`src/rtl/rggen_register_access_initiator.sv`:
```
`default_nettype none
//------------------------------------------------------------------------------
// Module   : rggen_register_access_initiator
// Function : Issues one host request at a time as a register access, with timeout.
// Revision : 1.0
//------------------------------------------------------------------------------
module rggen_register_access_initiator #(
    parameter int ADDRESS_WIDTH  = 16,
    parameter int BUS_WIDTH      = 32,
    parameter int TIMEOUT_CYCLES = 255
) (
    input  logic                     i_clk,
    input  logic                     i_rst,
    input  logic                     i_host_valid,
    output logic                     o_host_ready,
    input  logic [ADDRESS_WIDTH-1:0] i_host_address,
    input  logic                     i_host_write,
    input  logic [BUS_WIDTH-1:0]     i_host_write_data,
    input  logic [BUS_WIDTH/8-1:0]   i_host_strobe,
    output logic                     o_host_resp_valid,
    input  logic                     i_host_resp_ready,
    output logic [1:0]               o_host_resp_status,
    output logic [BUS_WIDTH-1:0]     o_host_read_data,
    output logic                     o_reg_valid,
    output logic [ADDRESS_WIDTH-1:0] o_reg_address,
    output logic                     o_reg_write,
    output logic [BUS_WIDTH-1:0]     o_reg_write_data,
    output logic [BUS_WIDTH-1:0]     o_reg_write_mask,
    input  logic                     i_reg_ready,
    input  logic [1:0]               i_reg_status,
    input  logic [BUS_WIDTH-1:0]     i_reg_read_data
);

    localparam int c_STROBE_WIDTH = BUS_WIDTH / 8;
    localparam int c_LANE_BITS    = (c_STROBE_WIDTH > 1) ? $clog2(c_STROBE_WIDTH) : 0;
    localparam logic [ADDRESS_WIDTH-1:0] c_LANE_MASK = ADDRESS_WIDTH'((1 << c_LANE_BITS) - 1);
    localparam bit c_TIMEOUT_ENABLE  = (TIMEOUT_CYCLES > 0);
    localparam int c_COUNT_WIDTH     = c_TIMEOUT_ENABLE ? $clog2(TIMEOUT_CYCLES + 1) : 1;
    localparam int c_TIMEOUT_LAST_INT = c_TIMEOUT_ENABLE ? (TIMEOUT_CYCLES - 1) : 0;
    localparam logic [c_COUNT_WIDTH-1:0] c_TIMEOUT_LAST = c_COUNT_WIDTH'(c_TIMEOUT_LAST_INT);
    localparam logic [1:0] c_STATUS_SLVERR = 2'b10;

    typedef enum logic [1:0] {
        ST_IDLE     = 2'd0,
        ST_ACCESS   = 2'd1,
        ST_RESPONSE = 2'd2
    } state_e;

    state_e                     r_state;
    state_e                     w_state_next;
    logic                       w_accept;
    logic                       w_complete;
    logic                       w_timeout;
    logic [c_COUNT_WIDTH-1:0]   r_count;
    logic [ADDRESS_WIDTH-1:0]   r_address;
    logic                       r_write;
    logic [BUS_WIDTH-1:0]       r_write_data;
    logic [BUS_WIDTH-1:0]       r_write_mask;
    logic [BUS_WIDTH-1:0]       w_write_mask;
    logic [1:0]                 r_resp_status;
    logic [BUS_WIDTH-1:0]       r_read_data;

    generate
        for (genvar i = 0; i < c_STROBE_WIDTH; i++) begin : g_mask
            assign w_write_mask[8*i+:8] = {8{i_host_strobe[i]}};
        end
    endgenerate

    always_ff @(posedge i_clk or posedge i_rst) begin
        if (i_rst) begin
            r_state <= ST_IDLE;
        end else begin
            r_state <= w_state_next;
        end
    end

    always_comb begin
        w_state_next      = r_state;
        w_accept          = 1'b0;
        w_complete        = 1'b0;
        w_timeout         = 1'b0;
        o_host_ready      = 1'b0;
        o_reg_valid       = 1'b0;
        o_host_resp_valid = 1'b0;
        case (r_state)
            ST_IDLE: begin
                o_host_ready = ~i_rst;
                w_accept     = i_host_valid & ~i_rst;
                if (w_accept) begin
                    w_state_next = ST_ACCESS;
                end
            end
            ST_ACCESS: begin
                o_reg_valid = 1'b1;
                // A ready arriving on the expiry cycle still counts as a normal completion.
                if (i_reg_ready) begin
                    w_complete   = 1'b1;
                    w_state_next = ST_RESPONSE;
                end else if (c_TIMEOUT_ENABLE && (r_count == c_TIMEOUT_LAST)) begin
                    w_timeout    = 1'b1;
                    w_state_next = ST_RESPONSE;
                end
            end
            ST_RESPONSE: begin
                o_host_resp_valid = 1'b1;
                if (i_host_resp_ready) begin
                    w_state_next = ST_IDLE;
                end
            end
            default: begin
                w_state_next = ST_IDLE;
            end
        endcase
    end

    always_ff @(posedge i_clk or posedge i_rst) begin
        if (i_rst) begin
            r_count <= '0;
        end else if (w_accept) begin
            r_count <= '0;
        end else if (c_TIMEOUT_ENABLE && (r_state == ST_ACCESS) && !i_reg_ready) begin
            r_count <= r_count + 1'b1;
        end
    end

    always_ff @(posedge i_clk or posedge i_rst) begin
        if (i_rst) begin
            r_address    <= '0;
            r_write      <= 1'b0;
            r_write_data <= '0;
            r_write_mask <= '0;
        end else if (w_accept) begin
            r_address    <= i_host_address & ~c_LANE_MASK;
            r_write      <= i_host_write;
            r_write_data <= i_host_write_data;
            r_write_mask <= w_write_mask;
        end
    end

    always_ff @(posedge i_clk or posedge i_rst) begin
        if (i_rst) begin
            r_resp_status <= 2'b00;
            r_read_data   <= '0;
        end else if (w_complete) begin
            r_resp_status <= i_reg_status;
            r_read_data   <= r_write ? '0 : i_reg_read_data;
        end else if (w_timeout) begin
            r_resp_status <= c_STATUS_SLVERR;
            r_read_data   <= '0;
        end
    end

    assign o_reg_address      = r_address;
    assign o_reg_write        = r_write;
    assign o_reg_write_data   = r_write_data;
    assign o_reg_write_mask   = r_write_mask;
    assign o_host_resp_status = r_resp_status;
    assign o_host_read_data   = r_read_data;

endmodule
`default_nettype wire

```
`config.mk`:
```
export PLATFORM = sky130hd
export DESIGN_NAME = rggen_register_access_initiator
export DESIGN_NICKNAME = d
export VERILOG_FILES = /design/src/rtl/rggen_register_access_initiator.sv
export SDC_FILE = /design/constraint.sdc
export NUM_CORES = 1
export LEC_CHECK = 0
export CORE_ASPECT_RATIO = 0.6
export CORE_MARGIN = 2
export CORE_UTILIZATION = 35
export DETAILED_ROUTE_END_ITERATION = 10
export PLACE_DENSITY = 0.74
export SLEW_MARGIN = 0
export SYNTH_ARGS = -nofsm -noshare
export SYNTH_HDL_FRONTEND = slang
export SYNTH_SLANG_ARGS = --single-unit
```
`constraint.sdc`:
```
create_clock -name i_clk -period 8.74 [get_ports i_clk]
set_input_delay 0.874 -clock i_clk [delete_from_list [all_inputs] [get_ports i_clk]]
set_output_delay 0.874 -clock i_clk [all_outputs]
set_load 0.02 [all_outputs]
```
==> flow_summary.yaml, run 1 <==
status:
  status: "finished clean"
sta:
  max_freq_ghz: 0.323
  slew_violations: 0
  finalSetupTns_ns: 0
  skew_ns: 0.00732
  tightest_slew_ns: 0.813
  finalCritPeriodShare_pct: 35.4
  relSlewSlack_pct: 45.8
  rsz0062_at_grt: "false"
  report.final.hold_viol_count: 0
  setup_viol: 0
  period_needed_ns: 3.09
floorplanning:
  num_io_pins: 210
  die_y_um: 88.4
  die_w_um: 145
  num_rows: 30
  coreArea_um2: 11400
  start_util_pct: 36.4
  die-area_um2: 12800
grt:
  grt_pass1_wl_um: 17500
  grt_pass1_vias: 3370
  overflow: 0
  grt_max_degree: 58
  antenna_found_initial: 0
  grt_usage_pct: 17.6
logic_synthesis:
  syn_inst: 419
  synth-seq-cells: 95
  synth_cell_type_count: 36
  yosysTopAreaCell: "dfrtp_1"
  postSynthAreaPerCell_um2: 9.91
  synth_top_area_share_pct: 57.3
  ys_top_cells_by_area: "dfrtp_1 57%, nand2_1 14%, a221o_1 7.7%"
  synth_warnings: 0
  synth_seq_area_share_pct: 57.3
  syn-cell-area_um2: 4150
worst_setup_path:
  crit_required_ns: 7.87
  start_kind: "input port"
  crit_type: "in -> out"
  reg2reg_slack_ns: 6.86
  critical_path.startpoint: "i_rst"
  cp-end-kind: "output port"
  r2r_start: "r_state[0]"
  critPathArrivalTime_ns: 2.22
  r2r-end: "o_host_read_data[9]"
  path_max_fanout: 4
  cp-endpoint: "o_host_ready"
  r2r_cells: 5
run:
  maxCapViolations: 0
layout:
  nNetsFinal: 682
  synthToLayoutAreaGrowth_pct: 54.4
  num_antenna_cells: 0
  finalNonFillerCells: 753
  drive_gt1_share_pct: 4.22
detailed_routing:
  routed_wl_um: 11200
  wl_per_cell_um: 14.9
  firstDrtPassIters: 4
  vias: 3464
  drc: 0
  vias_per_cell: 4.60
  ant_nets: 0
  drt_iter0_drc: 163
clock_tree:
  cts_hold_buf: 0
  root_buffer: "clkbuf_16"
  ctsHtreeMaxLevel: 3
  clock_path_buffers: 2
  cts_tree: "yes"
  clk_pin_slew_worst_paths_ns: 0.06
  worstSkewPairLatency_ns: 0.33
  post_cts_buffers: 0
  cts_buffers: 9
  cts-resized-gates: 0
  clock-sinks: 95
placed_design:
  place_inst: 737
  gp_routability_congestion: 0.777
  io_buffer_count: 205
  dp_hpwl_um: 7790
power_and_ir_drop:
  p_per_area_nw_per_um2: 302
  leakagePower_nw: 2.78
  vdd_drop_max_v: 0.000137
worst_hold_path:
  hp-start: "o_reg_write_data[22]"
  hold_path_class: "reg -> reg"
-- kinds of logic (layout without fill, tap and decap cells) --
group,count (synthesis),count (layout),synth area share [%]
XOR/XNOR,2,2,0.422
adder cells (fa/ha/maj),2,2,0.603
AO/OA/AOI/OAI,46,46,10.1
flip-flops,95,95,57.3
AND/OR/NAND/NOR,210,210,22.4
other,1,2,0.0904
multiplexers,2,2,0.482
buffers and inverters,61,234,8.59
-- layer usage --
metal / track usage [%] / vias to the layer above / routed length (µm)
met5: 0 / - / 0
met4: 4.24 / 0 / 80
met3: 4.98 / 7 / 824
met2: 28.0 / 121 / 5110
met1: 24.0 / 1644 / 5180
li1: - / 1692 / -
-- final cells by class --
type                            count  area, µm²
Clock inverter                      4       31.3
Tap cell                          160        200
Inverter                            8       32.5
Multi-Input combinational cell    264       1430
Clock buffer                       12        246
Timing Repair Buffer              210       2090
Fill cell                        1018       5000
Sequential cell                    95       2380
-- how the worst min path moves through the flow --
| stage | slack (ns) | cells after the start | endpoint |
|---|---|---|---|
| 3_5_place_dp | 0.46 | 2 | o_reg_write_data[8] |
| 4_1_cts | 0.48 | 2 | o_reg_write_data[8] |
| 5_1_grt | 0.49 | 2 | o_reg_write_data[20] |
| 6_report | 0.47 | 2 | o_reg_write_data[22] |
| 2_1_floorplan | 0.45 | 1 | r_count[5] |
| 3_3_place_gp | 0.46 | 2 | o_reg_write_data[22] |
-- Yosys cell counts --
library cell,instances
a21oi_1,3
nor3b_2,1
or4b_2,1
or2_2,1
nand2_1,158
or3b_1,1
o22ai_1,1
buf_2,12
buf_4,30
clkbuf_1,11
nand4bb_1,1
o31ai_1,3
dfrtp_1,95
inv_1,8
o21ai_0,1
ha_1,2
nor2_1,3
and2b_1,1
or4_1,1
mux2i_1,2
a21o_1,1
nor3_1,2
nor4b_1,1
o211ai_1,2
and2_1,32
nand3_1,2
a221o_1,32
nand4_1,1
nand2b_1,1
o2bb2ai_1,2
xnor2_1,2
nand3b_1,1
or2b_1,1
nor4_1,1
o21ba_2,1
conb_1,1
-- placed cells by master, fill, tap and decap left out, types with 2 or more instances in the layout --
master | synthesis | final
nand2_1 | 158 | 158
o31ai_1 | 3 | 3
inv_1 | 8 | 7
clkbuf_16 | 0 | 9
nand3_1 | 2 | 2
xnor2_1 | 2 | 2
buf_4 | 30 | 5
conb_1 | 1 | 2
nor2_1 | 3 | 3
clkdlybuf4s50_1 | 0 | 205
nor3_1 | 2 | 2
clkinvlp_4 | 0 | 3
ha_1 | 2 | 2
mux2i_1 | 2 | 2
a221o_1 | 32 | 32
o2bb2ai_1 | 2 | 2
a21oi_1 | 3 | 3
clkbuf_1 | 11 | 2
o211ai_1 | 2 | 2
dfrtp_1 | 95 | 95
and2_1 | 32 | 32
-- worst max-delay path, stage by stage --
cell and delay, ns:
clkdlybuf4s50_1 0.51, nor3_1 0.19, clkdlybuf4s50_1 0.64
-- stage by stage --
| stage | hold WS [ns] | power, mW | setup WS [ns] | utilization (%) | area, µm² |
|---|---|---|---|---|---|
| floorplan | 0.449 | 1.17 | 5.39 | - | 4150 |
| global placement | 0.458 | 1.56 | 5.69 | 53.7 | 6130 |
| detailed placement | 0.462 | 1.58 | 5.66 | 53.7 | 6130 |
| CTS | 0.478 | 1.96 | 5.65 | 56.2 | 6410 |
| global route | 0.493 | 2.05 | 5.62 | 56.2 | 6410 |
| finish | 0.470 | 1.93 | 5.65 | 56.2 | 6410 |
-- sequential cells by signal, summed over array words and instances (netlist names) --
register	cells
o_reg_write_mask	4
o_host_read_data	32
o_reg_write	1
o_reg_write_data	32
r_count	8
r_state	2
o_host_resp_status	2
o_reg_address	14
-- report_power, final --
| group | internal (mW) | switching [mW] |
|---|---|---|
| registers | 0.580 | 0.104 |
| clock network | 0.201 | 0.163 |
| logic | 0.446 | 0.439 |
Note: power is estimated with default switching activity, not from simulation.
==> run 2, diff against run 1 <==
--- a/config.mk
+++ b/config.mk
@@ -9,7 +9,7 @@
 export CORE_MARGIN = 2
 export CORE_UTILIZATION = 35
 export DETAILED_ROUTE_END_ITERATION = 10
-export PLACE_DENSITY = 0.74
+export PLACE_DENSITY = 0.77
 export SLEW_MARGIN = 0
 export SYNTH_ARGS = -nofsm -noshare
 export SYNTH_HDL_FRONTEND = slang
==> constraint.sdc (replaced) <==
create_clock -name i_clk -period 2.7 [get_ports i_clk]
set_input_delay 0.27 -clock i_clk [delete_from_list [all_inputs] [get_ports i_clk]]
set_output_delay 0.27 -clock i_clk [all_outputs]
set_load 0.02 [all_outputs]
==> run 2 against run 1 <==
  * Combinational power grew to 3.3 times the previous value
  * Total power grew to 3.3 times the previous value
  * Hold slack lost 0.014 ns
  * First-iteration DRC count grew 16%
==> flow_summary.yaml, run 2 (synthesis gave the netlist of run 1 again) <==
run:
  maxCapViolations: 0
worst_hold_path:
  hp-start: "i_host_write_data[14]"
  hold_path_class: "in -> reg"
  hold_path_depth: 3
  worstHoldEndpoint: "o_reg_write_data[14]"
layout:
  final_area_um2: 6480
  fillers: 992
  drive_gt1_share_pct: 4.71
  nNetsFinal: 683
  synthToLayoutAreaGrowth_pct: 56.1
  regArea_um2: 2380
  multi_input_area_um2: 1430
  layout_commonest_cell: "clkdlybuf4s50_1"
  num_antenna_cells: 0
  mostFrequentLayoutCells: "205 x clkdlybuf4s50_1, 158 x nand2_1, 95 x dfrtp_1"
floorplanning:
  die_y_um: 88.4
  start_util_pct: 36.4
  die_w_um: 145
  num_io_pins: 210
  num_rows: 30
  coreArea_um2: 11400
  die-area_um2: 12800
placed_design:
  io_buffer_count: 205
  placement.cell_area_um2: 6170
  pre_cts_ws_ns: 0.523
  gp_routability_congestion: 0.759
  dp_hpwl_um: 8050
worst_setup_path:
  r2r_cells: 4
  crit_required_ns: 2.43
  r2r-end: "r_count[4]"
  cpPeakStageDelay_ns: 0.61
  reg2reg_slack_ns: 0.83
  critPathTopFamily: "buffers and inverters"
  crit_type: "reg -> out"
  crit_slowest_cell: "clkdlybuf4s50_1"
  cp-end-kind: "output port"
  start_kind: "flip-flop"
  path_max_fanout: 8
  r2r_start: "r_state[1]"
  crit_buf_inv: 2
  critPathArrivalTime_ns: 1.77
  path_cells: "or2b_1, inv_1, clkdlybuf4s50_1"
sta:
  finalWorstSetupSlack_ns: 0.660
  tightest_slew_ns: 0.835
  setup_viol: 0
  period_needed_ns: 2.04
  skew_ns: 0.00816
  slew_violations: 0
  report.final.hold_viol_count: 0
  rsz0062_at_grt: "false"
  finalSetupTns_ns: 0
  finalCritPeriodShare_pct: 75.5
  relSlewSlack_pct: 44.3
  max_freq_ghz: 0.490
grt:
  antenna_found_initial: 0
  grt_usage_pct: 17.8
  grt_max_degree: 58
  grt_pass1_wl_um: 17800
  overflow: 0
  grt_pass1_vias: 3442
status:
  status: "finished clean"
clock_tree:
  clk_pin_slew_worst_paths_ns: 0.07
  cts_hold_buf: 0
  cts_buffers: 9
  post_cts_buffers: 0
  worstSkewPairLatency_ns: 0.34
  clock-sinks: 95
  ctsHtreeMaxLevel: 3
  cts_tree: "yes"
  clock_path_buffers: 2
  root_buffer: "clkbuf_16"
  cts-resized-gates: 0
detailed_routing:
  vias: 3524
  firstDrtPassIters: 4
  vias_per_cell: 4.67
  ant_nets: 0
  drt_iter0_drc: 189
  routed_wl_um: 11400
  wl_per_cell_um: 15.1
  drc: 0
power_and_ir_drop:
  leakagePower_nw: 2.82
  p_per_area_nw_per_um2: 992
  vdd_drop_max_v: 0.000410
run 2: worst max-delay path by stage:
stage                           from                    to  slack (ns)  cells after the start
after global routing      r_state[0]           o_reg_valid        0.55                      3
after CTS                 r_state[0]           o_reg_valid        0.64                      3
after detailed placement       i_rst            r_count[4]        0.52                      5
after floorplan           r_state[1]  o_reg_write_mask[15]        1.03                      5
after global placement         i_rst            r_count[6]        0.59                      5
final                     r_state[0]           o_reg_valid        0.66                      3
run 2: tightest hold or removal path: cells and delay by family:
| family | cells | cell delay [ns] |
|---|---|---|
| buffers and inverters | 1 | 0.39 |
| AND/OR/NAND/NOR | 2 | 0.09 |
run 2: area by class of cell:
type	instances	area share, %
sequential	95	36.7
timing repair buffer	211	32.7
multi-input combinational	264	22.1
clock buffer	10	3.69
tap	160	3.09
clock inverter	6	1.16
inverter	8	0.521
run 2: per-layer routing:
layer / up-vias / share of wire [%] / GRT usage [%]
met2: 123 / 47 / 29.6
met1: 1703 / 45 / 23.5
met3: 11 / 6.7 / 4.76
met5: - / 0 / 0
met4: 0 / 0.90 / 4.50
li1: 1687 / - / -
run 2: where the power goes:
group / switching, mW / internal [mW] / total (mW)
registers: 0.338 / 1.88 / 2.21
logic: 1.43 / 1.45 / 2.88
clock network: 0.574 / 0.760 / 1.33
total: 2.34 / 4.09 / 6.43
run 2: stage by stage:
stage,utilization (%),power (mW),cells,hold WS [ns]
3_5_place_dp,54.0,5.14,738,0.462
6_report,56.8,6.43,754,0.456
2_1_floorplan,-,3.79,420,0.375
5_1_grt,56.8,6.80,754,0.443
4_1_cts,56.8,6.51,754,0.437
3_3_place_gp,54.0,5.05,738,0.458
==> run 3, diff against run 2 <==
--- a/config.mk
+++ b/config.mk
@@ -9,7 +9,7 @@
 export CORE_MARGIN = 2
 export CORE_UTILIZATION = 35
 export DETAILED_ROUTE_END_ITERATION = 10
-export PLACE_DENSITY = 0.77
+export PLACE_DENSITY = 0.74
 export SLEW_MARGIN = 0
 export SYNTH_ARGS = -nofsm -noshare
 export SYNTH_HDL_FRONTEND = slang
==> constraint.sdc (replaced) <==
create_clock -name i_clk -period 2.1 [get_ports i_clk]
set_input_delay 0.21 -clock i_clk [delete_from_list [all_inputs] [get_ports i_clk]]
set_output_delay 0.21 -clock i_clk [all_outputs]
set_load 0.02 [all_outputs]
==> run 3 against run 2 <==
  * Die area unchanged
  * First-iteration DRC count up 13%
  * Critical endpoint unchanged
  * Register-to-register slack worse by 0.52 ns
  * Wire length rose by 0.88%
  * Largest cell class unchanged
  * Hold slack worse by 0.055 ns
==> flow_summary.yaml, run 3 (synthesis gave the netlist of run 1 again) <==
layout:
  num_antenna_cells: 0
  synthToLayoutAreaGrowth_pct: 58.5
  mostFrequentLayoutCells: "204 x clkdlybuf4s50_1, 158 x nand2_1, 95 x dfrtp_1"
  finalNonFillerCells: 759
  multi_input_area_um2: 1450
  drive_gt1_share_pct: 5.51
  regArea_um2: 2380
  layout_commonest_cell: "clkdlybuf4s50_1"
  nNetsFinal: 689
  fillers: 970
placed_design:
  io_buffer_count: 205
  place_inst: 743
  gp_routability_congestion: 0.772
  pre_cts_ws_ns: -0.0792
  dp_hpwl_um: 8100
worst_setup_path:
  crit_slowest_cell: "dfrtp_1"
  path_cells: "or2b_1, buf_4, inv_1, dlygate4sd2_1"
  cpPeakStageDelay_ns: 0.37
  critPathArrivalTime_ns: 1.75
  critPathTopFamily: "buffers and inverters"
  crit_required_ns: 1.89
  start_kind: "flip-flop"
  cp-end-kind: "output port"
  crit_buf_inv: 3
  crit_type: "reg -> out"
  path_max_fanout: 35
detailed_routing:
  routed_wl_um: 11500
  vias_per_cell: 4.77
  drt_iter0_drc: 213
  wl_per_cell_um: 15.1
  ant_nets: 0
  drc: 0
  firstDrtPassIters: 4
  vias: 3624
worst_hold_path:
  hold_path_class: "in -> reg"
power_and_ir_drop:
  leakagePower_nw: 2.87
  clkPwrFrac_pct: 21.1
  p_per_area_nw_per_um2: 1270
  vdd_drop_max_v: 0.000592
  comb_power_share_pct: 44.8
  swShare_pct: 35.4
  p_int_mw: 5.41
  p_sw_mw: 2.96
  seq_power_share_pct: 34.1
clock_tree:
  cts_hold_buf: 0
  worstSkewPairLatency_ns: 0.33
  cts_tree: "yes"
  root_buffer: "clkbuf_16"
  cts_buffers: 9
  clock_path_buffers: 2
  clock-sinks: 95
  post_cts_buffers: 0
  ctsHtreeMaxLevel: 3
  clk_pin_slew_worst_paths_ns: 0.06
floorplanning:
  die_w_um: 145
  num_io_pins: 210
  die_y_um: 88.4
  coreArea_um2: 11400
  start_util_pct: 36.4
  num_rows: 30
  die-area_um2: 12800
sta:
  rsz0062_at_grt: "false"
  report.final.hold_viol_count: 0
  finalWorstSetupSlack_ns: 0.137
  skew_ns: 0.00692
  relSlewSlack_pct: 41.7
  slew_violations: 0
  max_freq_ghz: 0.510
  period_needed_ns: 1.96
  tightest_slew_ns: 0.874
  finalCritPeriodShare_pct: 93.5
  setup_viol: 0
  finalSetupTns_ns: 0
run:
  maxCapViolations: 0
grt:
  antenna_found_initial: 0
  grt_pass1_vias: 3545
  grt_pass1_wl_um: 17800
  grt_max_degree: 58
  overflow: 0
  grt_usage_pct: 17.9
status:
  status: "finished clean"
-- run 3: changes by cell type in the layout (fill, tap and decap cells not counted), sizes merged --
cell	delta
buf	+5
inv	-3
bufinv	+1
clkbuf	+1
clkdlybuf4s50	-1
clkinv	+1
clkinvlp	-1
dlygate4sd2	+1
nor3b	+1
-- run 3: layout make-up --
class / instances / area share [%]
clock buffers: 11 / 3.84
flip-flops and latches: 95 / 36.1
clock inverters: 4 / 1.18
repair buffers: 216 / 33.2
inverters: 8 / 0.514
multi-input cells: 265 / 22.1
well taps: 160 / 3.04
-- run 3: repair_timing --
item,4_1_cts,5_1_grt
cloned,0,1
setup endpoints to repair,1,32
gates resized for setup,1,1
pin swaps,0,1
-- run 3: power by group through the flow --
stage          sequential, mW  combinational, mW  clock (mW)
2_1_floorplan            3.51               1.37           0
3_3_place_gp             2.83               3.70           0
3_5_place_dp             2.87               3.78           0
4_1_cts                  2.85               3.78        1.84
5_1_grt                  2.93               4.00        1.91
6_report                 2.86               3.75        1.77
-- run 3: layer usage --
metal,wire (µm),global-route usage (%),vias up
li1,-,-,1711
met3,674,4.87,7
met1,5350,24.6,1772
met4,73,4.15,0
met2,5370,28.8,134
met5,0,0,-
-- run 3: worst paths after layout --
kind                                      start                    to  slack, ns  cells past startpoint
max in group asynchronous                 i_rst   o_reg_write_data[0]       1.19                      4
max reg2reg                          r_state[1]  o_host_read_data[18]       0.31                      3
min                        i_host_write_data[3]   o_reg_write_data[3]       0.40                      3
min reg2reg                   o_reg_address[15]     o_reg_address[15]       0.47                      2
max                                  r_state[0]           o_reg_valid       0.14                      4
min in group asynchronous                 i_rst  o_reg_write_data[11]       0.43                      4
-- run 3: worst reg2reg max path, stage by stage (launching register included) --
cell and delay, ns:
dfrtp_1 0.37, or2b_1 0.31, nor3b_4 0.77, a221o_1 0.28
-- run 3: per-stage QoR --
step           power [mW]  area (µm²)  utilization (%)  hold slack (ns)
2_1_floorplan        4.88        4160                -            0.315
3_3_place_gp         6.53        6230             54.6            0.457
3_5_place_dp         6.65        6230             54.6            0.461
4_1_cts              8.47        6560             57.5            0.383
5_1_grt              8.85        6580             57.6            0.392
6_report             8.38        6580             57.6            0.401
